## src/rtl/lead_sign_norm.sv

```systemverilog
// Leading-sign / leading-zero detector with normalising shift.
// Detection runs in the first pipeline stage. Count encoding and the
// normalising shift run in the last stage. With LATENCY = 1 both happen
// in the same stage. Every stage has a valid bit and uses elastic
// handshaking, so a full pipeline can accept and emit in the same cycle.
module lead_sign_norm #(
    parameter int WIDTH   = 8,
    parameter int LATENCY = 2,
    parameter int SPEED   = 0
) (
    input  logic                       clk_i,
    input  logic                       rst_i,
    input  logic                       valid_i,
    output logic                       ready_o,
    input  logic                       mode_i,
    input  logic [WIDTH-1:0]           a_i,
    output logic                       valid_o,
    input  logic                       ready_i,
    output logic [WIDTH-1:0]           z_o,
    output logic [$clog2(WIDTH+1)-1:0] cnt_o,
    output logic [WIDTH-1:0]           norm_o,
    output logic                       all_o
);

    localparam int CW = $clog2(WIDTH+1);

    typedef struct packed {
        logic [WIDTH-1:0] a;
        logic             mode;
        logic [WIDTH-1:0] z;
        logic             all;
    } det_t;

    // OR-prefix over r, taken from index 0 upward. SPEED selects only the
    // network shape. Every shape gives the same result.
    function automatic logic [WIDTH-1:0] prefix_or(input logic [WIDTH-1:0] r);
        logic [WIDTH-1:0] t;
        t = r;
        if (SPEED == 1) begin
            // Brent-Kung: an up-sweep builds the span roots, then a
            // down-sweep fills in the gaps between them.
            for (int unsigned s = 2; s < 2 * WIDTH; s = s * 2)
                for (int unsigned j = s - 1; j < WIDTH; j = j + s)
                    t[j] = t[j] | t[j - s / 2];
            for (int unsigned s = (1 << $clog2(WIDTH)); s >= 2; s = s / 2)
                for (int unsigned j = s + s / 2 - 1; j < WIDTH; j = j + s)
                    t[j] = t[j] | t[j - s / 2];
        end else if (SPEED == 2) begin
            // Sklansky: at each level the upper half of every block takes
            // the OR of its lower half. The source bit is never rewritten
            // at the same level.
            for (int unsigned s = 1; s < WIDTH; s = s * 2)
                for (int unsigned j = 0; j < WIDTH; j++)
                    if ((j & s) != 0)
                        t[j] = t[j] | t[(j & ~(s - 1)) - 1];
        end else begin
            for (int unsigned j = 1; j < WIDTH; j++)
                t[j] = t[j] | t[j - 1];
        end
        return t;
    endfunction

    // Returns the one-hot position of the first bit that differs from the
    // sign bit (mode 0) or of the first set bit (mode 1), scanning from the MSB.
    function automatic det_t detect(input logic [WIDTH-1:0] a, input logic mode);
        logic [WIDTH-1:0] x, r, p, f;
        det_t d;
        // In mode 0 the MSB compares against itself and always becomes 0.
        x = mode ? a : (a ^ {WIDTH{a[WIDTH-1]}});
        for (int unsigned j = 0; j < WIDTH; j++)
            r[j] = x[WIDTH-1-j];
        p = prefix_or(r);
        f = r & ~(p << 1);
        for (int unsigned j = 0; j < WIDTH; j++)
            d.z[WIDTH-1-j] = f[j];
        d.a    = a;
        d.mode = mode;
        d.all  = ~p[WIDTH-1];
        return d;
    endfunction

    // Converts the one-hot position into the leading count.
    function automatic logic [CW-1:0] encode(input det_t d);
        logic [CW-1:0] c;
        c = '0;
        if (d.all) begin
            c = d.mode ? CW'(WIDTH) : CW'(WIDTH - 1);
        end else begin
            for (int unsigned i = 0; i < WIDTH; i++)
                if (d.z[i])
                    c = c | (d.mode ? CW'(WIDTH - 1 - i) : CW'(WIDTH - 2 - i));
        end
        return c;
    endfunction

    logic [LATENCY-1:0] v_q;
    logic [LATENCY-1:0] ld;
    logic [LATENCY-1:0] vin;
    det_t               det_in;
    det_t               last_d;
    logic               last_v;
    logic [CW-1:0]      fin_cnt;
    logic [WIDTH-1:0]   fin_norm;
    logic [WIDTH-1:0]   z_q;
    logic [CW-1:0]      cnt_q;
    logic [WIDTH-1:0]   norm_q;
    logic               all_q;

    // A stage can load when it is empty or when its content moves on this
    // cycle. The check starts at the output and works back to the input.
    always_comb begin : flow
        logic [LATENCY:0] g;
        g[LATENCY] = ready_i;
        for (int unsigned k = LATENCY; k > 0; k--)
            g[k-1] = ~v_q[k-1] | g[k];
        ld     = g[LATENCY-1:0];
        vin[0] = valid_i;
        for (int unsigned k = 1; k < LATENCY; k++)
            vin[k] = v_q[k-1];
    end

    assign ready_o = ld[0];
    assign valid_o = v_q[LATENCY-1];

    // Stage valid bits. Reset empties the whole pipeline.
    always_ff @(posedge clk_i) begin
        if (rst_i) begin
            v_q <= '0;
        end else begin
            for (int unsigned k = 0; k < LATENCY; k++)
                if (ld[k]) v_q[k] <= vin[k];
        end
    end

    // First-stage detection of the incoming operand.
    always_comb det_in = detect(a_i, mode_i);

    if (LATENCY > 1) begin : g_det
        det_t det_q [LATENCY-1];

        // Detection payload stages before the final stage.
        always_ff @(posedge clk_i) begin
            if (ld[0] && valid_i) det_q[0] <= det_in;
            for (int unsigned k = 1; k < LATENCY - 1; k++)
                if (ld[k] && v_q[k-1]) det_q[k] <= det_q[k-1];
        end

        assign last_d = det_q[LATENCY-2];
        assign last_v = v_q[LATENCY-2];
    end else begin : g_comb
        assign last_d = det_in;
        assign last_v = valid_i;
    end

    // Final-stage count encoding and normalising shift.
    always_comb begin
        fin_cnt  = encode(last_d);
        fin_norm = last_d.a << fin_cnt;
    end

    // Output registers. They hold their value while the output is stalled.
    always_ff @(posedge clk_i) begin
        if (rst_i) begin
            z_q    <= '0;
            cnt_q  <= '0;
            norm_q <= '0;
            all_q  <= 1'b0;
        end else if (ld[LATENCY-1] && last_v) begin
            z_q    <= last_d.z;
            cnt_q  <= fin_cnt;
            norm_q <= fin_norm;
            all_q  <= last_d.all;
        end
    end

    assign z_o    = z_q;
    assign cnt_o  = cnt_q;
    assign norm_o = norm_q;
    assign all_o  = all_q;

endmodule

```

## config.mk

```make
export PLATFORM = sky130hd
export DESIGN_NAME = lead_sign_norm
export DESIGN_NICKNAME = d
export VERILOG_FILES = /design/src/rtl/lead_sign_norm.sv
export SDC_FILE = /design/constraint.sdc
export NUM_CORES = 1
export LEC_CHECK = 0
export CAP_MARGIN = 40
export CORE_UTILIZATION = 55
export CTS_CLUSTER_SIZE = 8
export DETAILED_ROUTE_END_ITERATION = 8
export DONT_BUFFER_PORTS = 1
export MAX_ROUTING_LAYER = met4
export PLACE_DENSITY_LB_ADDON = 0.08
export REMOVE_ABC_BUFFERS = 1
export SLEW_MARGIN = 10
export SYNTH_ARGS = -nofsm -noshare
export SYNTH_HDL_FRONTEND = slang
export SYNTH_SLANG_ARGS = --single-unit
```

## constraint.sdc

```tcl
create_clock -name clk_i -period 3.7 [get_ports clk_i]
set_input_delay 1.11 -clock clk_i [delete_from_list [all_inputs] [get_ports clk_i]]
set_output_delay 1.11 -clock clk_i [all_outputs]
set_load 0.01 [all_outputs]
```

Yosys cells after proc, flatten, opt, wreduce, memory -nomap -nowiden
Memory sizes are Yosys's and may differ from the RTL's.
Cells that the tools add are included.
{ "classes": {"n_mux": 28, "multipliers": 0, "reduce_logical": 2, "eq_ne": 0, "add_sub_neg": 0, "n_bitwise": 22, "div": 0, "n_shift": 1, "order_cmp": 0} }
{ "ops": {"columns": ["operator", "count"], "rows": [
  ["$mux W4", 17],
  ["$or A4 B3 Y4", 3],
  ["$or A1 B1 Y1", 9],
  ["$and A8 B8 Y8", 1],
  ["$mux W8", 1],
  ["$not A8 Y8", 1],
  ["$or A4 B2 Y4", 2],
  ["$shl A8 B4 Y8", 1],
  ["$xor A8 B8 Y8", 1],
  ["$mux W1", 6],
  ["$mux W3", 2],
  ["$mux W2", 2],
  ["$or A4 B1 Y4", 1],
  ["$or A4 B4 Y4", 1],
  ["$not A1 Y1", 3],
  ["$logic_and A1 B1 Y1", 2]
]} }
{ "word_totals": {"word_cells": 60, "output_inout_bits": 23, "regBits": 23, "inputBits": 13, "memories": 1, "mem_bits_rw": 18, "rom_bits": 0, "latchBits": 0} }
{ "mem_list": {"columns": ["name", "depth", "width", "rd", "rd_ports_with_merged_regs", "write_ports", "line_no", "text"], "rows": [
  ["g_det.det_q", 1, 18, 1, 0, 1, "139", "det_t det_q [LATENCY-1];"]
]} }

Logic depth before layout (Yosys ltp)
An unclocked memory read counts as a cell.
{ "logic_depth": {"word_depth": 26, "mapped_depth": 7} }

Worst setup path after synthesis
Ideal clock, no wire load.
{ "synth_path": {"path_type": "input-to-output", "from": "input ready_i", "to": "output ready_o", "arrival_ps": 1435, "setup_slack_ps": 1155, "required_ps": 2590, "path_stages": 2, "path_buffers": 0, "path_cell_list": "nor2b_1 > nand2_1"} }
{ "synth_between": {"elab_chain_len": 2} }
{ "synth_lines": {"columns": ["element", "line_no", "text"], "rows": [
  ["start: declaration", "18", "input logic ready_i,"],
  ["$or A1 B1 Y1 (2 in series)", "115", "g[k-1] = ~v_q[k-1] | g[k];"],
  ["end: declaration", "14", "output logic ready_o,"]
]} }
No other way between the ends.

Worst setup path in the final report
Ends and elaborated chain as after synthesis.

==> run metrics <==
post-CTS setup buffer count=0; max_slew headroom=43.9%; H-tree depth=2; HP Class=reg2reg; post-synth cell types=53; RSZ-0062 raised after global routing=false; fin area=2080 um2; placed instance area=2000 um2; Initial Util=58.8%; PD cells=429 nW/um2; final setup fails=0; total core area=3420 um2; worst-margin pin slew=842 ps; critical-path cell list=nor2b_1, nand2_1; LEAKAGE=0.691 nW; post-synthesis cell area=2010 um2; initial antenna violation count=0; largest net degree at the start of global routing=26; status=completed; Synth Instances=203; Hold Fails Final Rpt=0; peak supply drop=0.000289 V; slowest cell delay on critical path=210 ps; top-area cell type share of the netlist area=26.9%; hold_ws=501 ps; Required @ worst endpoint=2590 ps; Peak Freq=387 MHz; Post-CTS Hold Fix Bufs=0; GRT overflow=0; ant diodes=0; final HPWL from detailed placement=2800 um; #FFs+latches synth=41; placed cells=240; Die ar.=3900 um2; Ys Warns=0; clk_skew=9.06 ps; Die Span X=62.4 um; cell taking the most area after synthesis=edfxtp_1; Worst-Skew Late Latency=350 ps; Placer Congestion=0.832; family with the most delay on the worst path=simple AND/OR/NAND/NOR gates; ratio of final minimum period to clock period=69.9%; WP buf/inv=0; Max Cap Viol=0; WL/cell=15.7 um; num ports=36; cts repair resizes=0; clk buf depth=2; Site Rows=21; clk slew on worst S/H paths=110 ps; Layout Cells excl Fill=248; vias in the first global route=1408; Final WS setup=1110 ps; Slowest-stage cell, CP=nor2b_1; crit start category=input pin; min Tclk post-route=2590 ps; Post-synth ARST share=0%; critical path capture point type=output pin; buffers added on ports=0; Post-Syn Area per Cell=9.90 um2; sequential-to-total area share from yosys stat=49.8%; Data arrival, critical path=1480 ps; Main synth FF type=dfxtp_1; total CTS buffers=5; number of enable flip-flop cells after synthesis=18; die height=62.4 um; Final Power=0.891 mW; area grow syn2layout=3.30%; Total Neg Setup Slack=0 ps; iteration-0 DRC count of the detailed router=139; Post-Route WL=3890 um; vias per cell=6.04; detailed-route via count=1499; largest cells by area after synthesis=edfxtp_1 27%, dfxtp_1 23%, nand2_1 5.8%; Final ANT Viol Nets=0; fin. max-slew vios=0; share of cells above drive strength 1=9.90%; critical path peak fanout=5; Total GRT Usage=22.2%; final core occ=60.8%; fin nets=214; count leader, synth=nand2_1; TritonRoute pass-1 iters=4; DRC Markers=0; Sink Count=41; most frequent cells after synthesis=31 x nand2_1, 23 x dfxtp_1, 21 x a21oi_1; dpl ws=1110 ps; CTS root buf=clkbuf_4; first-pass GRT wire length=6580 um; CTS tree=built; Setup CP Type=in2out
-- cell families after synthesis --
kind of cell              after synthesis  synth area share [%]
and+or+nand+nor                        91                  23.4
muxes                                   9                  4.79
DFF                                    41                  49.8
xor gates and xnor gates                2                 0.872
AOI/OAI and AO/OA                      48                  17.1
buffers and inverters                  12                  4.05
-- metal layers --
layer	global-route usage [%]	vias to the layer above	wire length, um
met4	8.72	0	65
met2	34.1	51	1870
met3	6.02	8	238
li1	-	740	-
met1	27.8	700	1720
met5	-	-	0
-- sequential cells by signal (all words and copies together) (netlist names) --
| name | cells |
|---|---|
| g_det.det_q | 18 |
| z_o | 8 |
| all_o | 1 |
| v_q | 2 |
| norm_o | 8 |
| cnt_o | 4 |
-- path summary, 6_finish.rpt --
check,startpoint,endpoint,slack (ps),cells after the start
worst max-delay path,ready_i,ready_o,1110,2
worst min-delay path,z_o[6]$_SDFFE_PP0P_,z_o[6]$_SDFFE_PP0P_,500,2
worst max register to register,g_det.det_q[0][9]$_DFFE_PP_,norm_o[5]$_SDFFE_PP0P_,1170,6
worst min register to register,z_o[6]$_SDFFE_PP0P_,z_o[6]$_SDFFE_PP0P_,500,2
-- area by class of cell --
type	count	area (um2)
Multi-Input combinational cell	150	927
Tap cell	46	57.6
Fill cell	296	1340
Timing Repair Buffer	1	7.51
Clock inverter	2	33.8
Inverter	2	7.51
Sequential cell	41	1000
Clock buffer	6	41.3
-- layout by cell type (no fill, tap or decap), types with 2 or more instances in the layout --
master | netlist | final
a21oi_1 | 21 | 21
o21ai_0 | 6 | 6
nand3_1 | 4 | 4
nor3_1 | 5 | 5
or4b_1 | 2 | 2
mux2_1 | 2 | 2
and2_1 | 3 | 3
dfxtp_1 | 23 | 23
mux2i_1 | 4 | 4
nor2b_1 | 2 | 2
clkbuf_4 | 0 | 5
nand3b_1 | 4 | 4
nand2b_1 | 3 | 3
a311oi_1 | 3 | 3
mux2_2 | 3 | 3
nand2_1 | 31 | 31
xnor2_1 | 2 | 2
a22oi_1 | 2 | 2
edfxtp_1 | 18 | 18
nand4_1 | 2 | 2
and3b_1 | 2 | 2
a221oi_1 | 3 | 3
o211ai_1 | 2 | 2
nor2_1 | 20 | 20
nor4_1 | 2 | 2
-- power by group --
part	switching [mW]	leakage [nW]	internal, mW
clock network	0.140	0.0399	0.141
registers	0.0272	0.366	0.496
logic	0.0484	0.284	0.0393
Note: power is estimated with default switching activity, not from simulation.
